$ cat src/rtl/usb_tx_pkg.sv
// Shared types and constants for the USB TX byte scheduler.
package usb_tx_pkg;

  typedef enum logic [2:0] {
    IDLE,
    WAIT,
    SHIFT,
    STUFF,
    EOP
  } tx_state_t;

  localparam int unsigned BYTE_BITS = 8;
  localparam int unsigned STUFF_RUN = 6;

endpackage

$ cat src/rtl/usb_tx_byte_sched_if.sv
// Upstream TX-buffer byte stream: valid/ready handshake with last-byte qualifier.
interface usb_tx_byte_sched_if;
  import usb_tx_pkg::*;

  logic                 byte_valid;
  logic [BYTE_BITS-1:0] byte_data;
  logic                 byte_last;
  logic                 byte_ready;

  modport master (output byte_valid, output byte_data, output byte_last, input byte_ready);
  modport slave  (input byte_valid, input byte_data, input byte_last, output byte_ready);

endinterface

$ cat src/rtl/tx_bit_timer.sv
// Bit-time pacing counter: wraps every CLKS_PER_BIT clocks, strobes on the last clock.
module tx_bit_timer #(
  parameter int unsigned CLKS_PER_BIT = 8
) (
  input  logic clk,
  input  logic rst,
  input  logic clr_i,
  output logic strobe_o
);

  localparam int unsigned CNT_W = (CLKS_PER_BIT > 1) ? $clog2(CLKS_PER_BIT) : 1;

  logic [CNT_W-1:0] cnt_q, cnt_d;

  assign strobe_o = (cnt_q == CNT_W'(CLKS_PER_BIT - 1));

  always_comb begin
    cnt_d = cnt_q + CNT_W'(1);
    if (clr_i || strobe_o) cnt_d = '0;
  end

  always_ff @(posedge clk) begin
    if (rst) cnt_q <= '0;
    else     cnt_q <= cnt_d;
  end

endmodule

$ cat src/rtl/usb_tx_byte_sched.sv
// Sequencer for the USB TX parallel-to-serial shifter: byte fetch, bit pacing, EOP.
// Optional bit stuffing is enabled by defining USB_TX_BITSTUFF_EN.
module usb_tx_byte_sched
  import usb_tx_pkg::*;
#(
  parameter int unsigned CLKS_PER_BIT = 8,
  parameter int unsigned EOP_BITS     = 2
) (
  input  logic                 clk,
  input  logic                 rst,
  input  logic                 tx_start,
  usb_tx_byte_sched_if.slave   up,
  output logic [BYTE_BITS-1:0] sr_data,
  output logic                 sr_load,
  output logic                 sr_shift,
  input  logic                 serial_in,
  output logic                 stuff_bit,
  output logic                 bit_strobe,
  output logic                 tx_active,
  output logic                 eop,
  output logic                 tx_done,
  output logic                 tx_error
);

  localparam int unsigned BIT_W = $clog2(BYTE_BITS);
  localparam int unsigned EOP_W = (EOP_BITS > 1) ? $clog2(EOP_BITS) : 1;
  localparam int unsigned CNT_W = (EOP_W > BIT_W) ? EOP_W : BIT_W;

  tx_state_t        state_q, state_d;
  logic [CNT_W-1:0] bit_cnt_q, bit_cnt_d;
  logic             last_q, last_d;
  logic             done_q, done_d;
  logic             err_q, err_d;
  logic             timer_clr;
  logic             strobe;
  logic             do_bit;

`ifdef USB_TX_BITSTUFF_EN
  logic [2:0] ones_q, ones_d;
`else
  logic unused_serial;
  assign unused_serial = serial_in;
  assign stuff_bit     = 1'b0;
`endif

  tx_bit_timer #(.CLKS_PER_BIT(CLKS_PER_BIT)) u_timer (
    .clk      (clk),
    .rst      (rst),
    .clr_i    (timer_clr),
    .strobe_o (strobe)
  );

  assign sr_data       = up.byte_data;
  assign up.byte_ready = sr_load;
  assign tx_active     = (state_q == SHIFT) || (state_q == STUFF) || (state_q == EOP);
  assign eop           = (state_q == EOP);
  assign tx_done       = done_q;
  assign tx_error      = err_q;

  // Next-state and strobe decode; do_bit marks the end-of-bit action (shift, reload, EOP or abort).
  always_comb begin
    state_d    = state_q;
    bit_cnt_d  = bit_cnt_q;
    last_d     = last_q;
    done_d     = 1'b0;
    err_d      = 1'b0;
    sr_load    = 1'b0;
    sr_shift   = 1'b0;
    timer_clr  = 1'b0;
    do_bit     = 1'b0;
    bit_strobe = strobe;
`ifdef USB_TX_BITSTUFF_EN
    ones_d     = ones_q;
    stuff_bit  = 1'b0;
`endif

    case (state_q)
      IDLE: begin
        timer_clr = 1'b1;
        if (tx_start) begin
          state_d = WAIT;
`ifdef USB_TX_BITSTUFF_EN
          ones_d  = '0;
`endif
        end
      end
      WAIT: begin
        timer_clr = 1'b1;
        if (up.byte_valid) begin
          sr_load   = 1'b1;
          bit_cnt_d = '0;
          last_d    = up.byte_last;
          state_d   = SHIFT;
        end
      end
      SHIFT: begin
        if (strobe) begin
`ifdef USB_TX_BITSTUFF_EN
          // Sixth consecutive one: defer this bit's action by one stuffed bit time
          if (serial_in && (ones_q == 3'(STUFF_RUN - 1))) begin
            ones_d  = '0;
            state_d = STUFF;
          end else begin
            ones_d = serial_in ? (ones_q + 3'd1) : 3'd0;
            do_bit = 1'b1;
          end
`else
          do_bit = 1'b1;
`endif
        end
      end
`ifdef USB_TX_BITSTUFF_EN
      STUFF: begin
        stuff_bit = 1'b1;
        if (strobe) begin
          state_d = SHIFT;
          do_bit  = 1'b1;
        end
      end
`endif
      EOP: begin
        if (strobe) begin
          if (bit_cnt_q == CNT_W'(EOP_BITS - 1)) begin
            state_d = IDLE;
            done_d  = 1'b1;
          end else begin
            bit_cnt_d = bit_cnt_q + CNT_W'(1);
          end
        end
      end
      default: state_d = IDLE;
    endcase

    if (do_bit) begin
      if (bit_cnt_q != CNT_W'(BYTE_BITS - 1)) begin
        sr_shift  = 1'b1;
        bit_cnt_d = bit_cnt_q + CNT_W'(1);
      end else if (last_q) begin
        state_d   = EOP;
        bit_cnt_d = '0;
`ifdef USB_TX_BITSTUFF_EN
        ones_d    = '0;
`endif
      end else if (up.byte_valid) begin
        sr_load   = 1'b1;
        bit_cnt_d = '0;
        last_d    = up.byte_last;
      end else begin
        err_d   = 1'b1;
        state_d = IDLE;
      end
    end

    // Reset overrides every request, including combinational strobes
    if (rst) begin
      state_d    = IDLE;
      sr_load    = 1'b0;
      sr_shift   = 1'b0;
      bit_strobe = 1'b0;
      done_d     = 1'b0;
      err_d      = 1'b0;
`ifdef USB_TX_BITSTUFF_EN
      stuff_bit  = 1'b0;
`endif
    end
  end

  always_ff @(posedge clk) begin
    if (rst) begin
      state_q   <= IDLE;
      bit_cnt_q <= '0;
      last_q    <= 1'b0;
      done_q    <= 1'b0;
      err_q     <= 1'b0;
`ifdef USB_TX_BITSTUFF_EN
      ones_q    <= '0;
`endif
    end else begin
      state_q   <= state_d;
      bit_cnt_q <= bit_cnt_d;
      last_q    <= last_d;
      done_q    <= done_d;
      err_q     <= err_d;
`ifdef USB_TX_BITSTUFF_EN
      ones_q    <= ones_d;
`endif
    end
  end

endmodule

$ cat src/flat_wrapper.sv
// flat-port wrapper written by rule: the top's interface ports become plain ports
module usb_tx_byte_sched_flat import usb_tx_pkg::*;
#(
  parameter int unsigned CLKS_PER_BIT = 8,
  parameter int unsigned EOP_BITS     = 2
)
  (clk, rst, tx_start, sr_data, sr_load, sr_shift, serial_in, stuff_bit, bit_strobe, tx_active, eop, tx_done, tx_error, up_byte_valid, up_byte_data, up_byte_last, up_byte_ready);
  usb_tx_byte_sched_if up_i ();
  input  logic clk;
  input  logic rst;
  input  logic tx_start;
  output logic [BYTE_BITS-1:0] sr_data;
  output logic sr_load;
  output logic sr_shift;
  input  logic serial_in;
  output logic stuff_bit;
  output logic bit_strobe;
  output logic tx_active;
  output logic eop;
  output logic tx_done;
  output logic tx_error;
  input wire logic [$bits(up_i.byte_valid)-1:0] up_byte_valid;
  input wire logic [$bits(up_i.byte_data)-1:0] up_byte_data;
  input wire logic [$bits(up_i.byte_last)-1:0] up_byte_last;
  output wire logic [$bits(up_i.byte_ready)-1:0] up_byte_ready;
  assign up_i.byte_valid = up_byte_valid;
  assign up_i.byte_data = up_byte_data;
  assign up_i.byte_last = up_byte_last;
  assign up_byte_ready = up_i.byte_ready;
  usb_tx_byte_sched #(.CLKS_PER_BIT(CLKS_PER_BIT), .EOP_BITS(EOP_BITS)) u_core (.clk(clk), .rst(rst), .tx_start(tx_start), .up(up_i), .sr_data(sr_data), .sr_load(sr_load), .sr_shift(sr_shift), .serial_in(serial_in), .stuff_bit(stuff_bit), .bit_strobe(bit_strobe), .tx_active(tx_active), .eop(eop), .tx_done(tx_done), .tx_error(tx_error));
endmodule
$ cat config.mk
export PLATFORM = sky130hd
export DESIGN_NAME = usb_tx_byte_sched_flat
export DESIGN_NICKNAME = d
export VERILOG_FILES = /design/src/rtl/usb_tx_pkg.sv /design/src/rtl/usb_tx_byte_sched_if.sv /design/src/rtl/tx_bit_timer.sv /design/src/rtl/usb_tx_byte_sched.sv /design/src/flat_wrapper.sv
export SDC_FILE = /design/constraint.sdc
export NUM_CORES = 1
export LEC_CHECK = 0
export ABC_AREA = 1
export CAP_MARGIN = 0
export CORE_MARGIN = 2
export CORE_UTILIZATION = 38
export CTS_CLUSTER_DIAMETER = 50
export DETAILED_ROUTE_END_ITERATION = 6
export MAX_ROUTING_LAYER = met4
export PLACE_DENSITY = 0.73
export SLEW_MARGIN = 15
export SYNTH_ARGS = -nofsm -noshare
export SYNTH_HDL_FRONTEND = slang
export SYNTH_HIERARCHICAL = 1
export SYNTH_SLANG_ARGS = --single-unit
$ cat constraint.sdc
create_clock -name clk -period 1.55 [get_ports clk]
set_input_delay 0.31 -clock clk [delete_from_list [all_inputs] [get_ports clk]]
set_output_delay 0.31 -clock clk [all_outputs]
set_load 0.05 [all_outputs]
* Yosys cells after proc, flatten, opt, wreduce, memory -nomap -nowiden
Index checks and enable logic that the tools add are counted.
** Operators by class
- $add $sub $neg :: 2
- Eq/ne operators :: 7
- Multiplexer cells :: 39
- Bitwise logic cells :: 3
- Reductions and logical operators :: 8
** Operators with widths (count)
- $mux 3 :: 15
- $mux 1 :: 22
- $pmux 3 s4 :: 1
- $add 3x1->3 const B :: 2
- $eq 3x1->1 const B :: 2
- $eq 3x2->1 const B :: 2
- $eq 3x3->1 const B :: 2
- $pmux 3 s2 :: 1
- $reduce_or 2->1 :: 2
- $reduce_or 4->1 :: 1
- $logic_not 3->1 :: 1
- $logic_or 1x1->1 :: 3
- $ne 3x3->1 const B :: 1
- $not 1->1 :: 3
- $reduce_or 3->1 :: 1
** Word-level totals
- Bits in registers :: 12
- Input port bits :: 14
- Output and inout bits :: 17
- Word-level logic and storage cells :: 65

* Longest topological paths before layout
- Depth after elaboration :: 8
- Depth in mapped cells :: 10
- Mapped depth without buffers :: 10

* Hierarchy
The synthesis kept the hierarchy.
** Modules (own cells, without submodules)
- usb_tx_byte_sched :: instances 1, cells an instance 106, area each 676.9 um^2, sequential area each 180.2 um^2
- tx_bit_timer :: instances 1, cells an instance 13, area each 115.1 um^2, sequential area each 60.1 um^2

* Least setup slack after synthesis
No wires, ideal clock.
- Path kind :: reg-to-output
- Start point :: reg u_core.u_timer.cnt_q[0]
- End point :: out up_byte_ready
- Arrival :: 2121 ps
- Required time :: 1240 ps
- Slack :: -881 ps
- Cell stages (with the launch flop) :: 8
- Path buffers :: 1
- Cell sequence :: dfxtp_1 -> ha_1 -> ha_1 -> inv_1 -> nor2_2 -> nand2_1 -> a21oi_1 -> buf_4
** On the way
- Cells in the longest elaborated chain, start to end :: 5
** Ends and longest elaborated chain
- from (decl) :: line tx_bit_timer.sv:13 : logic [CNT_W-1:0] cnt_q, cnt_d;
- from (signal assigned) :: line tx_bit_timer.sv:24 : else cnt_q <= cnt_d;
- $eq 3x3->1 :: line tx_bit_timer.sv:15 : assign strobe_o = (cnt_q == CNT_W'(CLKS_PER_BIT - 1));
- net u_core.strobe :: line usb_tx_byte_sched.sv:35 : logic strobe;
- $mux 1 :: line usb_tx_byte_sched.sv:97 : if (strobe) begin
- $mux 1 :: line usb_tx_byte_sched.sv:77 : case (state_q)
- $mux 1 :: line usb_tx_byte_sched.sv:134 : if (do_bit) begin
- $mux 1 :: line usb_tx_byte_sched.sv:155 : if (rst) begin
- to (decl) :: line flat_wrapper.sv:25 : output wire logic [$bits(up_i.byte_ready)-1:0] up_byte_ready;
The timed path passes the listed nets, and every way through them passes these cells.

* Final worst setup path
- Start point :: reg u_core.u_timer.cnt_q[1]
- End point :: out up_byte_ready
Same word-level chain as after synthesis.

==> qor.txt <==
status: complete, but fails checks
failing checks: negative setup slack
clk slew on worst S/H paths: 0.07 ns
unrepaired setup endpoints after global routing: true
Post-Syn Nets: 138
crit-path max FO: 3
clock skew: 0.002176 ns
Initial Utilization: 40.37%
vias in the first global route: 739
Die Y-Extent: 49.66 µm
Peak VDD IR: 0.3817 mV
Detail Placement HPWL: 1321 µm
Pleak: 0.5093 nW
total CTS buffers: 3
critical path type: reg2out
number of library cell types mapped by synthesis: 21
Synth Cell Area: 792.0 µm²
TritonCTS clock tree: built
Switching Fraction: 27.13%
routability cong.: 0.9844
post-placement cell area: 0.001069 mm²
share of cells above drive strength 1: 40.00%
final worst setup slack: -0.2122 ns
Layout Area Growth over Synthesis: 48.66%
Syn. warnings: 6
final worst path period need: 1.762 ns
Root Buffer: clkbuf_4
num ports: 31
Longest Clk Path Bufs: 2
Worst-Skew Late Latency: 0.27 ns
largest area contributor in the netlist: dfxtp_1
Synth top area share: 30.33%
chip width: 49.66 µm
first drt pass iteration count: 3
setup violators final: 4
startpoint types: flip-flop
via/cell ratio: 4.563
CTS Sinks: 12
CP endpoint kind: output port
Int Power: 0.4541 mW
fin nets: 161
die area: 0.002466 mm²
port bufs: 12
Arr. time, crit path: 1.45 ns
MaxCap Viol Count: 0
final number of max-transition violations: 0
Hold Crit Class: reg2reg
first-pass GRT wire length: 3070 µm
Residual DRC: 0
via count: 762
row count: 16
final instance area: 0.001177 mm²
FF+latch count, synth: 12
Seq/Total Area, Yosys: 30.33%
Avg WL per Cell: 10.45 µm
final hold vios: 0
total wire length: 1745 µm
CORE AREA: 0.001962 mm²
# diodes: 0
fmax: 567.5 MHz
syn avg cell area: 6.656 µm²
CTS H-Tree Depth: 1
pin count of the biggest net entering global routing: 8
antenna violations before repair: 0
Psw: 0.1690 mW
Routed Antenna Nets: 0
Synth Instances: 119
First DRT Iteration DRCs: 5
Place WS: -0.1354 ns
worst path required time: 1.24 ns
Tot GR Track Use: 16.47%
global route overflow: 0
Synth area leaders: dfxtp_1 (30%), nand2_1 (14%), buf_4 (9.5%), ha_1 (7.9%), nand3_1 (7.6%)
Clock power frac: 30.2%
Tcrit/Tclk final: 113.7%
Seq pwr share: 51.8%
Logic pwr share: 18.1%
Power Density: 529.3 mW/mm²
[power by group through the flow]
stage	Clock [mW]	Combinational, mW	Sequential [mW]
5_1_grt	0.213	0.124	0.324
2_1_floorplan	0	0.122	0.327
3_5_place_dp	0	0.108	0.329
3_3_place_gp	0	0.107	0.328
4_1_cts	0.194	0.108	0.322
6_report	0.188	0.113	0.323
[path summary, 6_finish.rpt]
kind	start	endpoint	slack, ns	cells past startpoint
worst min-delay path	u_core/u_timer/cnt_q[0]	u_core/u_timer/cnt_q[0]	0.43	1
worst max-delay path	u_core/u_timer/cnt_q[1]	up_byte_ready	-0.21	7
worst max register to register	u_core/u_timer/cnt_q[1]	u_core/state_q[1]	0.06	10
worst min register to register	u_core/u_timer/cnt_q[0]	u_core/u_timer/cnt_q[0]	0.43	1
[repair_timing]
action,4_1_cts,5_1_grt
gates resized for setup,5,8
pin swaps,2,2
endpoints found under the setup margin,5,8
setup buffers,3,3
cloned,0,0
hold buffers,0,0
[cells by family (layout without fill, tap and decap cells)]
| logic type | after synthesis | count (layout) | share of synthesized area, % |
|---|---|---|---|
| compound gates | 11 | 11 | 7.266 |
| other cells | 1 | 1 | 0.4735 |
| buf+inv | 29 | 50 | 18.64 |
| simple gates | 61 | 61 | 35.39 |
| flops | 12 | 12 | 30.33 |
| fa+ha+maj | 5 | 5 | 7.899 |
[cell type report]
cell class                 instances  area [µm²]
fill                             179       784.5
multi-input combinational         78       493.0
timing repair buffer              29       306.5
sequential                        12       247.7
inverter                          18       73.82
tap                               27       33.78
clock buffer                       3       22.52
[layer usage]
metal,global-route usage (%),share of wire (%)
met3,3.333,4.0
met4,9.259,1.9
met2,26.44,51
met5,-,0
met1,19.10,43
[cell usage after synthesis]
master,instances
a211oi_1,1
a21oi_1,5
buf_2,1
buf_4,10
conb_1,1
dfxtp_1,12
ha_1,5
inv_1,16
inv_2,2
nand2_1,30
nand2_2,1
nand3_1,12
nand3_2,1
nand3b_1,1
nor2_1,10
nor2_2,2
nor2_4,2
nor3_1,1
nor4_1,1
o21ai_0,3
o21ai_1,2
[through the flow]
stage	util (%)	std cells	setup TNS, ns	power (mW)	hold slack [ns]
finish	60.01	167	-0.6501	0.6232	0.4279
global route	60.01	167	-0.9703	0.6603	0.4472
CTS	57.78	164	-0.6819	0.6245	0.4301
detailed placement	54.46	158	-0.3292	0.4366	0.4200
global placement	54.46	158	-0.2938	0.4349	0.4129
floorplan	-	119	-0.2593	0.4497	0.4075
[cell usage in the layout (no fill, tap or decap), drive strengths merged, types with 3 or more instances in the layout]
cell type      synthesis  final
ha                     5      5
dfxtp                 12     12
nand2                 31     31
inv                   18     17
nor2                  14     14
a21oi                  5      5
o21ai                  5      5
clkbuf                 0      3
clkdlybuf4s50          0      4
buf                   11     25
nand3                 13     13
[worst max-delay path, cell delays in order, from the launching register on]
cell and delay (ns):
dfxtp_2 0.34, ha_4 0.14, ha_4 0.14, inv_4 0.05
nor2_4 0.09, nand2_2 0.08, a21oi_4 0.19, buf_12 0.16
[sequential cells by signal, indices dropped and copies added, names as in the netlist]
register              count
u_core/state_q            3
u_core/bit_cnt_q          3
u_core/last_q             1
u_core/u_timer/cnt_q      3
u_core/tx_error           1
u_core/tx_done            1
No activity file was read; power rests on OpenSTA's default activity.
